### config.mk
export PLATFORM = sky130hd
export DESIGN_NAME = psk_symbol_mapper_flat
export DESIGN_NICKNAME = d
export VERILOG_FILES = /design/src/rtl/psk_symbol_mapper_pkg.sv /design/src/rtl/psk_symbol_mapper_if.sv /design/src/rtl/psk_symbol_mapper_symbol_timer.sv /design/src/rtl/psk_symbol_mapper.sv /design/src/flat_wrapper.sv
export SDC_FILE = /design/constraint.sdc
export NUM_CORES = 1
export LEC_CHECK = 0
export ABC_AREA = 1
export CORE_MARGIN = 10
export CORE_UTILIZATION = 48
export CTS_CLUSTER_DIAMETER = 40
export DETAILED_ROUTE_END_ITERATION = 16
export GPL_TIMING_DRIVEN = 0
export PLACE_DENSITY = 0.92
export SKIP_CTS_REPAIR_TIMING = 1
export SYNTH_ARGS = -nofsm -noshare
export SYNTH_HDL_FRONTEND = slang
export SYNTH_SLANG_ARGS = --single-unit
export TNS_END_PERCENT = 10
### constraint.sdc
create_clock -name clk -period 2.79 [get_ports clk]
set_input_delay 0.279 -clock clk [delete_from_list [all_inputs] [get_ports clk]]
set_output_delay 0.279 -clock clk [all_outputs]
set_load 0.005 [all_outputs]
### src/rtl/psk_symbol_mapper_pkg.sv
//------------------------------------------------------------------------------
// Module  : psk_pkg
// Purpose : Shared constants and helpers for the BPSK/QPSK mapper and the RX
//           slicers: mode encodings, symbols per byte and the bit -> +/-AMP
//           sign map.
// Ports   : none (package)
// Rev     : 1.0 - initial release
//------------------------------------------------------------------------------
`timescale 1ns/1ps
`default_nettype none

package psk_pkg;

    localparam logic MODE_BPSK          = 1'b1;
    localparam logic MODE_QPSK          = 1'b0;
    localparam int   BPSK_SYMS_PER_BYTE = 8;
    localparam int   QPSK_SYMS_PER_BYTE = 4;
    localparam int   SYM_CNT_W          = 3;

    typedef logic [SYM_CNT_W-1:0] sym_cnt_t;

    // Bit 0 maps to +amp, bit 1 to -amp. The caller truncates to its sample
    // width; amp is kept below 2^(WIDTH-1) so -amp never hits the most
    // negative code.
    function automatic logic signed [31:0] sign_map(input logic neg, input int amp);
        return neg ? -amp : amp;
    endfunction

endpackage

`default_nettype wire

### src/rtl/psk_symbol_mapper_if.sv
//------------------------------------------------------------------------------
// Module  : psk_symbol_mapper_if
// Purpose : Byte input stream, I/Q sample output stream and status of the
//           PSK symbol mapper.
// Ports   : is_bpsk, in_tdata/in_tvalid/in_tready (byte stream),
//           out_I_*/out_Q_*/out_tready (sample stream), sym_start, busy.
//           slave modport = mapper side, master modport = source/sink side.
// Rev     : 1.0 - initial release
//------------------------------------------------------------------------------
`timescale 1ns/1ps
`default_nettype none

interface psk_symbol_mapper_if #(
    parameter int WIDTH = 16
);
    logic                    is_bpsk;
    logic [7:0]              in_tdata;
    logic                    in_tvalid;
    logic                    in_tready;
    logic signed [WIDTH-1:0] out_I_tdata;
    logic                    out_I_tvalid;
    logic signed [WIDTH-1:0] out_Q_tdata;
    logic                    out_Q_tvalid;
    logic                    out_tready;
    logic                    sym_start;
    logic                    busy;

    modport slave (
        input  is_bpsk, in_tdata, in_tvalid, out_tready,
        output in_tready, out_I_tdata, out_I_tvalid, out_Q_tdata, out_Q_tvalid,
               sym_start, busy
    );

    modport master (
        output is_bpsk, in_tdata, in_tvalid, out_tready,
        input  in_tready, out_I_tdata, out_I_tvalid, out_Q_tdata, out_Q_tvalid,
               sym_start, busy
    );
endinterface

`default_nettype wire

### src/rtl/psk_symbol_mapper_symbol_timer.sv
//------------------------------------------------------------------------------
// Module  : psk_symbol_mapper_symbol_timer
// Purpose : Sample counter 0..SPS-1 and symbol counter within a byte; flags
//           the last sample of a symbol and the last symbol of a byte.
// Ports   : clk, rst (async, active-high)
//           load        - byte accepted, restart both counters
//           fire        - output sample accepted downstream
//           bpsk        - mode of the byte in progress (8 or 4 symbols)
//           last_sample - current sample is the last of its symbol
//           last_symbol - current symbol is the last of its byte
// Rev     : 1.0 - initial release
//------------------------------------------------------------------------------
`timescale 1ns/1ps
`default_nettype none

module psk_symbol_mapper_symbol_timer
    import psk_pkg::*;
#(
    parameter int SPS = 8
) (
    input  logic clk,
    input  logic rst,
    input  logic load,
    input  logic fire,
    input  logic bpsk,
    output logic last_sample,
    output logic last_symbol
);

    localparam int             c_sw          = (SPS > 1) ? $clog2(SPS) : 1;
    localparam logic [c_sw-1:0] c_last_sample = c_sw'(SPS - 1);
    localparam sym_cnt_t        c_bpsk_last   = sym_cnt_t'(BPSK_SYMS_PER_BYTE - 1);
    localparam sym_cnt_t        c_qpsk_last   = sym_cnt_t'(QPSK_SYMS_PER_BYTE - 1);

    logic [c_sw-1:0] r_sample;
    sym_cnt_t        r_symbol;

    assign last_sample = (r_sample == c_last_sample);
    assign last_symbol = (bpsk == MODE_BPSK) ? (r_symbol == c_bpsk_last)
                                             : (r_symbol == c_qpsk_last);

    // A load coincides either with an idle mapper or with the final sample
    // firing, so it simply restarts both counters.
    always_ff @(posedge clk or posedge rst) begin
        if (rst) begin
            r_sample <= '0;
            r_symbol <= '0;
        end else if (load) begin
            r_sample <= '0;
            r_symbol <= '0;
        end else if (fire) begin
            if (last_sample) begin
                r_sample <= '0;
                r_symbol <= last_symbol ? '0 : r_symbol + sym_cnt_t'(1);
            end else begin
                r_sample <= r_sample + c_sw'(1);
            end
        end
    end

endmodule

`default_nettype wire

### src/rtl/psk_symbol_mapper.sv
//------------------------------------------------------------------------------
// Module  : psk_symbol_mapper
// Purpose : TX BPSK/QPSK symbol mapper. Accepts payload bytes, serialises them
//           MSB first, maps bits to signed I/Q levels (+/-AMP) and holds each
//           symbol for SPS output samples. Mode is latched per byte.
// Ports   : clk, rst (async, active-high)
//           bus (slave) - is_bpsk, in_* byte stream, out_I_*/out_Q_* sample
//                         stream with out_tready, sym_start, busy
// Rev     : 1.0 - initial release
//------------------------------------------------------------------------------
`timescale 1ns/1ps
`default_nettype none

module psk_symbol_mapper
    import psk_pkg::*;
#(
    parameter int WIDTH = 16,
    parameter int AMP   = 8192,
    parameter int SPS   = 8
) (
    input  logic                 clk,
    input  logic                 rst,
    psk_symbol_mapper_if.slave   bus
);

    logic signed [WIDTH-1:0] r_i;
    logic signed [WIDTH-1:0] r_q;
    logic                    r_valid;
    logic                    r_sym_start;
    logic                    r_mode;
    // Bits still to be sent, left-aligned; the symbol on the outputs has
    // already been shifted out.
    logic [7:0]              r_shift;

    logic       w_last_sample;
    logic       w_last_symbol;
    logic       w_sample_fire;
    logic       w_byte_done;
    logic       w_sym_adv;
    logic       w_in_ready;
    logic       w_byte_fire;
    logic [7:0] w_shift_next;

    function automatic logic signed [WIDTH-1:0] level(input logic neg);
        return WIDTH'(sign_map(neg, AMP));
    endfunction

    psk_symbol_mapper_symbol_timer #(
        .SPS (SPS)
    ) u_timer (
        .clk         (clk),
        .rst         (rst),
        .load        (w_byte_fire),
        .fire        (w_sample_fire),
        .bpsk        (r_mode),
        .last_sample (w_last_sample),
        .last_symbol (w_last_symbol)
    );

    assign w_sample_fire = r_valid & bus.out_tready;
    assign w_byte_done   = w_sample_fire & w_last_sample & w_last_symbol;
    assign w_sym_adv     = w_sample_fire & w_last_sample & ~w_last_symbol;
    // Ready is taken combinationally from the final sample firing so a waiting
    // byte loads with no bubble; forced low while reset is held.
    assign w_in_ready    = ~rst & (~r_valid | w_byte_done);
    assign w_byte_fire   = bus.in_tvalid & w_in_ready;
    assign w_shift_next  = (r_mode == MODE_BPSK) ? {r_shift[6:0], 1'b0}
                                                 : {r_shift[5:0], 2'b00};

    always_ff @(posedge clk or posedge rst) begin
        if (rst) begin
            r_i         <= '0;
            r_q         <= '0;
            r_valid     <= 1'b0;
            r_sym_start <= 1'b0;
            r_mode      <= 1'b0;
            r_shift     <= '0;
        end else if (w_byte_fire) begin
            r_mode      <= bus.is_bpsk;
            r_valid     <= 1'b1;
            r_sym_start <= 1'b1;
            r_i         <= level(bus.in_tdata[7]);
            if (bus.is_bpsk == MODE_BPSK) begin
                r_q     <= '0;
                r_shift <= {bus.in_tdata[6:0], 1'b0};
            end else begin
                r_q     <= level(bus.in_tdata[6]);
                r_shift <= {bus.in_tdata[5:0], 2'b00};
            end
        end else if (w_byte_done) begin
            // Underflow: nothing queued behind the finished byte.
            r_valid     <= 1'b0;
            r_sym_start <= 1'b0;
            r_i         <= '0;
            r_q         <= '0;
            r_shift     <= '0;
        end else if (w_sym_adv) begin
            r_sym_start <= 1'b1;
            r_i         <= level(r_shift[7]);
            r_q         <= (r_mode == MODE_BPSK) ? '0 : level(r_shift[6]);
            r_shift     <= w_shift_next;
        end else if (w_sample_fire) begin
            r_sym_start <= 1'b0;
        end
    end

    assign bus.in_tready    = w_in_ready;
    assign bus.out_I_tdata  = r_i;
    assign bus.out_Q_tdata  = r_q;
    assign bus.out_I_tvalid = r_valid;
    assign bus.out_Q_tvalid = r_valid;
    assign bus.sym_start    = r_sym_start;
    assign bus.busy         = r_valid;

endmodule

`default_nettype wire

### src/flat_wrapper.sv
// flat-port wrapper written by rule: the top's interface ports become plain ports
module psk_symbol_mapper_flat import psk_pkg::*;
#(
    parameter int WIDTH = 16,
    parameter int AMP   = 8192,
    parameter int SPS   = 8
)
  (clk, rst, bus_is_bpsk, bus_in_tdata, bus_in_tvalid, bus_out_tready, bus_in_tready, bus_out_I_tdata, bus_out_I_tvalid, bus_out_Q_tdata, bus_out_Q_tvalid, bus_sym_start, bus_busy);
  psk_symbol_mapper_if #(.WIDTH(WIDTH)) bus_i ();
  input  logic clk;
  input  logic rst;
  input wire logic [$bits(bus_i.is_bpsk)-1:0] bus_is_bpsk;
  input wire logic [$bits(bus_i.in_tdata)-1:0] bus_in_tdata;
  input wire logic [$bits(bus_i.in_tvalid)-1:0] bus_in_tvalid;
  input wire logic [$bits(bus_i.out_tready)-1:0] bus_out_tready;
  output wire logic [$bits(bus_i.in_tready)-1:0] bus_in_tready;
  output wire logic [$bits(bus_i.out_I_tdata)-1:0] bus_out_I_tdata;
  output wire logic [$bits(bus_i.out_I_tvalid)-1:0] bus_out_I_tvalid;
  output wire logic [$bits(bus_i.out_Q_tdata)-1:0] bus_out_Q_tdata;
  output wire logic [$bits(bus_i.out_Q_tvalid)-1:0] bus_out_Q_tvalid;
  output wire logic [$bits(bus_i.sym_start)-1:0] bus_sym_start;
  output wire logic [$bits(bus_i.busy)-1:0] bus_busy;
  assign bus_i.is_bpsk = bus_is_bpsk;
  assign bus_i.in_tdata = bus_in_tdata;
  assign bus_i.in_tvalid = bus_in_tvalid;
  assign bus_i.out_tready = bus_out_tready;
  assign bus_in_tready = bus_i.in_tready;
  assign bus_out_I_tdata = bus_i.out_I_tdata;
  assign bus_out_I_tvalid = bus_i.out_I_tvalid;
  assign bus_out_Q_tdata = bus_i.out_Q_tdata;
  assign bus_out_Q_tvalid = bus_i.out_Q_tvalid;
  assign bus_sym_start = bus_i.sym_start;
  assign bus_busy = bus_i.busy;
  psk_symbol_mapper #(.WIDTH(WIDTH), .AMP(AMP), .SPS(SPS)) u_core (.clk(clk), .rst(rst), .bus(bus_i));
endmodule
Word-level counts from Yosys, hierarchy flattened
Cells that the tools add are included.
- bits of input ports: 13
- output and inout port bits: 37
- register bits after elaboration: 49
- word-level logic and storage cells: 60
- bitwise gates (word level): 10
- add/subtract/negate cells: 2
- equality and inequality tests: 3
- mux-type cells: 31
- reductions and logical operators: 6
- operators by type and width (kind ; number):
    16-bit two-way mux ; 12
    8-bit two-way mux ; 5
    3-bit two-way mux ; 7
    1-bit two-way mux ; 7
    3-bit by 1-bit adder with 3-bit output (second input constant) ; 2
    1-bit AND ; 6
    3-bit equality test (second input constant) ; 2
    2-bit nonzero test ; 3
    4-bit nonzero test ; 1
    3-bit by 2-bit equality test with 1-bit output (second input constant) ; 1
    1-bit inverter ; 3
    3-bit nonzero test ; 1
    2-bit AND reduction ; 1
    1-bit OR ; 1

Logic depth before layout (Yosys ltp)
- depth after elaboration: 8
- depth in mapped cells: 10
- depth with buffers taken out: 10

Modules after synthesis
A second synthesis with hierarchy kept.
- cell total of the unflattened synthesis: 201
- area, all modules: 1477.7 µm²
- by module, submodules not included (module ; instances ; cells each ; area each (µm²) ; sequential area each (µm²)):
    psk_symbol_mapper ; 1 ; 154 ; 1108.6 ; 350.3
    psk_symbol_mapper_symbol_timer ; 1 ; 47 ; 369.1 ; 150.1

Worst setup path before layout
Ideal clock, no wire load.
- path type: register to register
- start point: reg u_core.u_timer.r_sample[0]
- end point: reg u_core.r_q[14], in the netlist u_core.bus.out_Q_tdata[14]
- library setup time: 0.069 ns
- data required time: 2.721 ns
- cell stages (with the launch flop): 9
- setup slack: 1.247 ns
- arrival: 1.474 ns
- path buffers: 1
- clock period less this slack: 1.543 ns
- path through: dfrtp_1 > ha_1 > ha_1 > inv_1 > nor2_4 > a31oi_1 > clkbuf_1 > nand2_1 > nand3_1
- cells in the longest elaborated chain, start to end: 7
- elaborated cells on any way between the ends: 10
- those cells by class: 1 x eq/ne; 2 x mux; 6 x bitwise; 1 x reduce/logical
- RTL lines (what ; RTL line ; text):
    start, declared ; psk_symbol_mapper_symbol_timer.sv:35 ; logic [c_sw-1:0] r_sample;
    start signal, assigned ; psk_symbol_mapper_symbol_timer.sv:56 ; r_sample <= r_sample + c_sw'(1);
    3-bit equality test * ; psk_symbol_mapper_symbol_timer.sv:38 ; assign last_sample = (r_sample == c_last_sample);
    1-bit AND * ; psk_symbol_mapper.sv:61, psk_symbol_mapper.sv:62 ;
    1-bit AND ; psk_symbol_mapper.sv:61 ; assign w_byte_done = w_sample_fire & w_last_sample & w_last_symbol;
    1-bit OR ; psk_symbol_mapper.sv:65 ; assign w_in_ready = ~rst & (~r_valid | w_byte_done);
    1-bit AND ; psk_symbol_mapper.sv:65 ;
    1-bit AND ; psk_symbol_mapper.sv:66 ; assign w_byte_fire = bus.in_tvalid & w_in_ready;
    3-bit nonzero test (no line) or 16-bit two-way mux (tied branches) ; -- ;
    end signal, assigned ; psk_symbol_mapper.sv:87 ; r_q <= level(bus.in_tdata[6]);
    end signal, assigned ; psk_symbol_mapper.sv:100 ; r_q <= (r_mode == MODE_BPSK) ? '0 : level(r_shift[6]);
    end, declared ; psk_symbol_mapper.sv:27 ; logic signed [WIDTH-1:0] r_q;
Mark *: on every way between the ends. The rest lies on a longest branch, timed or not.
A chain may end at the register's enable or synchronous reset.

Worst setup path after layout
- start point: reg u_core.r_valid, in the netlist u_core.bus.busy
- end point: out bus_in_tready
- cells in the longest elaborated chain, start to end: 5
- elaborated cells on any way between the ends: 6
- those cells by class: 6 x bitwise
- RTL lines (what ; RTL line ; text):
    start, declared ; psk_symbol_mapper.sv:28 ; logic r_valid;
    start signal, assigned ; psk_symbol_mapper.sv:74 ; r_valid <= 1'b0;
    start signal, assigned ; psk_symbol_mapper.sv:80 ; r_valid <= 1'b1;
    start signal, assigned ; psk_symbol_mapper.sv:92 ; r_valid <= 1'b0;
    1-bit AND ; psk_symbol_mapper.sv:60 ; assign w_sample_fire = r_valid & bus.out_tready;
    1-bit AND (2 in series) ; psk_symbol_mapper.sv:61 ;
    1-bit OR * ; psk_symbol_mapper.sv:65 ;
    1-bit AND * ; psk_symbol_mapper.sv:65 ;
    end, declared ; flat_wrapper.sv:16 ; output wire logic [$bits(bus_i.in_tready)-1:0] bus_in_tready;
Marks and branches as above.

==> results_dict.tcl <==
set metrics [dict create \
    status "complete, no violations" \
    hold_depth 3 \
    endpoint_kind "output pin" \
    routed_wl_mm 3.24 \
    path_clk_slew_ns 0.12 \
    p_switching_mw 0.457 \
    p_seq_frac 0.408 \
    post-synth-top-count-cell "nand2_1" \
    power_density_nw_per_um2 690 \
    timing.final.crit_share 0.875 \
    ys.flop_type "dfrtp_1" \
    hold_viol 0 \
    reg2reg_from "u_core.u_timer.r_sample[0]" \
    ys_async_sr_fraction 1.00 \
    ant_nets 0 \
    n_fill_cell 244 \
    synth_edf_count 0 \
    yosys.cell_types.count 25 \
    p_leak_nw 0.979 \
    r2r_slack_ns 0.98 \
    drv_slew 0 \
    diodes 0 \
    internal_power_mw 0.777 \
    vdd_drop_max_uv 476 \
    min_from "bus_is_bpsk" \
    grt_util_all_layers 0.120 \
    ys_seq_area_frac 0.357 \
    areaGrowthSynthToFinish_pct 27.8 \
    netlist.area_leader.share 0.357 \
    max_freq_mhz 409 \
    initial_core_util 0.503 \
    worstSkewPairLatency_ns 0.31 \
    finalPower_mw 1.23 \
    io_pins 50 \
    drc 0 \
    arrival_ns 2.16 \
    path_class "flip-flop to output pin" \
    rows 19 \
    r2r-end "u_core.r_shift[6]" \
    synth_top_cell_by_area "dfrtp_1" \
    hold_end "u_core.r_mode" \
    cts.sinks 20 \
    cp-startpoint "u_core.bus.busy" \
    maxCapViolCount 0 \
    finalCriticalPeriod_ns 2.44 \
    synthTopCellsByCount "nand2_1, buf_4, inv_1" \
    drive_above_1_share 0.182 \
    die_w_um 74.0 \
    setup_viol_count_final 0 \
    cts_buffers 3 \
    reg2reg_depth 8 \
    cts-htree-levels 1 \
    core_area_um2 2780 \
    ys.warnings.count 0 \
    dp_hpwl_mm 2.54 \
    slew_headroom 0.384 \
    grt_pass1_wl_mm 5.38 \
    vias 1259 \
    gr-total-overflow 0 \
    die_y_um 74.0 \
    grt_antenna_before_repair 0 \
    grt_pass1_vias 1218 \
    syn_avg_cell_area_um2 7.57 \
    pwr-share-clk 0.138 \
    fin_skew_ns 0.00951 \
    clockBufferDepth 2 \
    port_buffers 22 \
    firstDrtPassIters 4 \
    die_area_um2 5480 \
    combPwrFrac 0.454 \
    synth_area_leaders "dfrtp_1, buf_4, nand2_1" \
    vias_per_cell 4.72 \
    avgRoutedWirePerCell_um 12.1 \
    synthCells 185 \
    cts_tree "done" \
    grt_setup_unrepaired "no" \
    hold_path.class "input port to flip-flop" \
    netlist_area_um2 1400 \
    critPathLaunchType "flip-flop" \
    path_max_fanout 8 \
    nets 253 \
    root_buffer "clkbuf_4" \
    tns_ns 0 \
    crit_required_ns 2.51 \
    switching_share 0.370 \
    ys_ff_latch 20 \
    worst_slew_pin_slew_ns 0.923 \
    grt_start_max_net_pins 25 \
    drtIter0Drc 110 \
    gp_congestion 0.896 \
]
## routing by layer
| metal | global-route usage | vias to the layer above | wire length (um) |
|---|---|---|---|
| met5 | 0 | - | 0 |
| met4 | 0.0352 | 0 | 36 |
| met3 | 0.0372 | 5 | 292 |
| met2 | 0.206 | 54 | 1630 |
| met1 | 0.140 | 566 | 1290 |
| li1 | - | 634 | - |
## cells in the final DEF, fill, tap and decap left out
cell,n
nand2_1,56
buf_4,30
conb_1,26
inv_1,22
clkdlybuf4s50_1,22
dfrtp_1,20
nand3_1,15
o21ai_0,12
clkbuf_1,3
nand4_1,3
ha_1,3
clkbuf_4,3
nand2_2,2
buf_2,2
nand3_4,2
o211ai_1,2
mux2i_1,2
xor2_1,1
nor2_4,1
a31oi_1,1
nor2_1,1
a21oi_2,1
o22ai_1,1
a21oi_4,1
a21oi_1,1
nand3b_1,1
o311ai_0,1
clkbuf_8,1
## cells by family after synthesis
| kind of cell | share of synthesized area |
|---|---|
| AO/OA/AOI/OAI | 0.0903 |
| XOR/XNOR | 0.00626 |
| adder cells (fa/ha/maj) | 0.0268 |
| buffers and inverters | 0.235 |
| flip-flops | 0.357 |
| multiplexers | 0.0143 |
| other | 0.00268 |
| AND/OR/NAND/NOR | 0.267 |
## power by group through the flow
stage	clock network, mW	registers, mW	logic, mW
detailed placement	0	0.506	0.557
floorplan	0	0.492	0.358
finish	0.170	0.504	0.560
global placement	0	0.501	0.533
CTS	0.171	0.501	0.566
global route	0.183	0.518	0.641
## worst max-delay path: stages (launching register included)
cell and delay (ns):
dfrtp_1 0.55, nand2_2 0.17, nor2_4 0.18, nand3_4 0.13
a21oi_4 0.27, clkdlybuf4s50_1 0.56
## cell type report
cell class / count / area [um^2] / share of cell area
multi-input combinational: 133 / 664 / 0.371
tap: 31 / 38.8 / 0.0217
inverter: 22 / 82.6 / 0.0462
buffer: 35 / 246 / 0.138
clock buffer: 4 / 36.3 / 0.0203
sequential: 20 / 500 / 0.280
timing repair buffer: 22 / 220 / 0.123
## worst max-delay path by stage
stage / end / slack, ns / cells past startpoint
2_1_floorplan: u_core.bus.out_Q_tdata[14] / 1.25 / 8
3_3_place_gp: u_core.bus.out_Q_tdata[14] / 0.49 / 6
3_5_place_dp: u_core.r_shift[2] / 0.41 / 6
4_1_cts: bus_in_tready / 0.34 / 7
5_1_grt: bus_in_tready / 0.22 / 7
6_report: bus_in_tready / 0.35 / 5
## through the flow
| step | std cells | hold WS, ns | util | instance area, um^2 | setup WS (ns) |
|---|---|---|---|---|---|
| after floorplan | 210 | 0.300 | - | 1490 | 1.25 |
| after global placement | 263 | 0.466 | 0.630 | 1750 | 0.486 |
| after detailed placement | 263 | 0.471 | 0.630 | 1750 | 0.412 |
| after CTS | 267 | 0.445 | 0.643 | 1790 | 0.337 |
| after global routing | 267 | 0.515 | 0.643 | 1790 | 0.219 |
| final | 267 | 0.449 | 0.643 | 1790 | 0.348 |
## sequential cells by signal, indices dropped and copies added (netlist names)
name and count:
u_core.bus.busy 1, u_core.bus.out_I_tdata 2, u_core.r_shift 7, u_core.u_timer.r_sample 3
u_core.bus.out_Q_tdata 2, u_core.r_mode 1, u_core.bus.sym_start 1, u_core.u_timer.r_symbol 3
(Power assumes the default switching activity.)
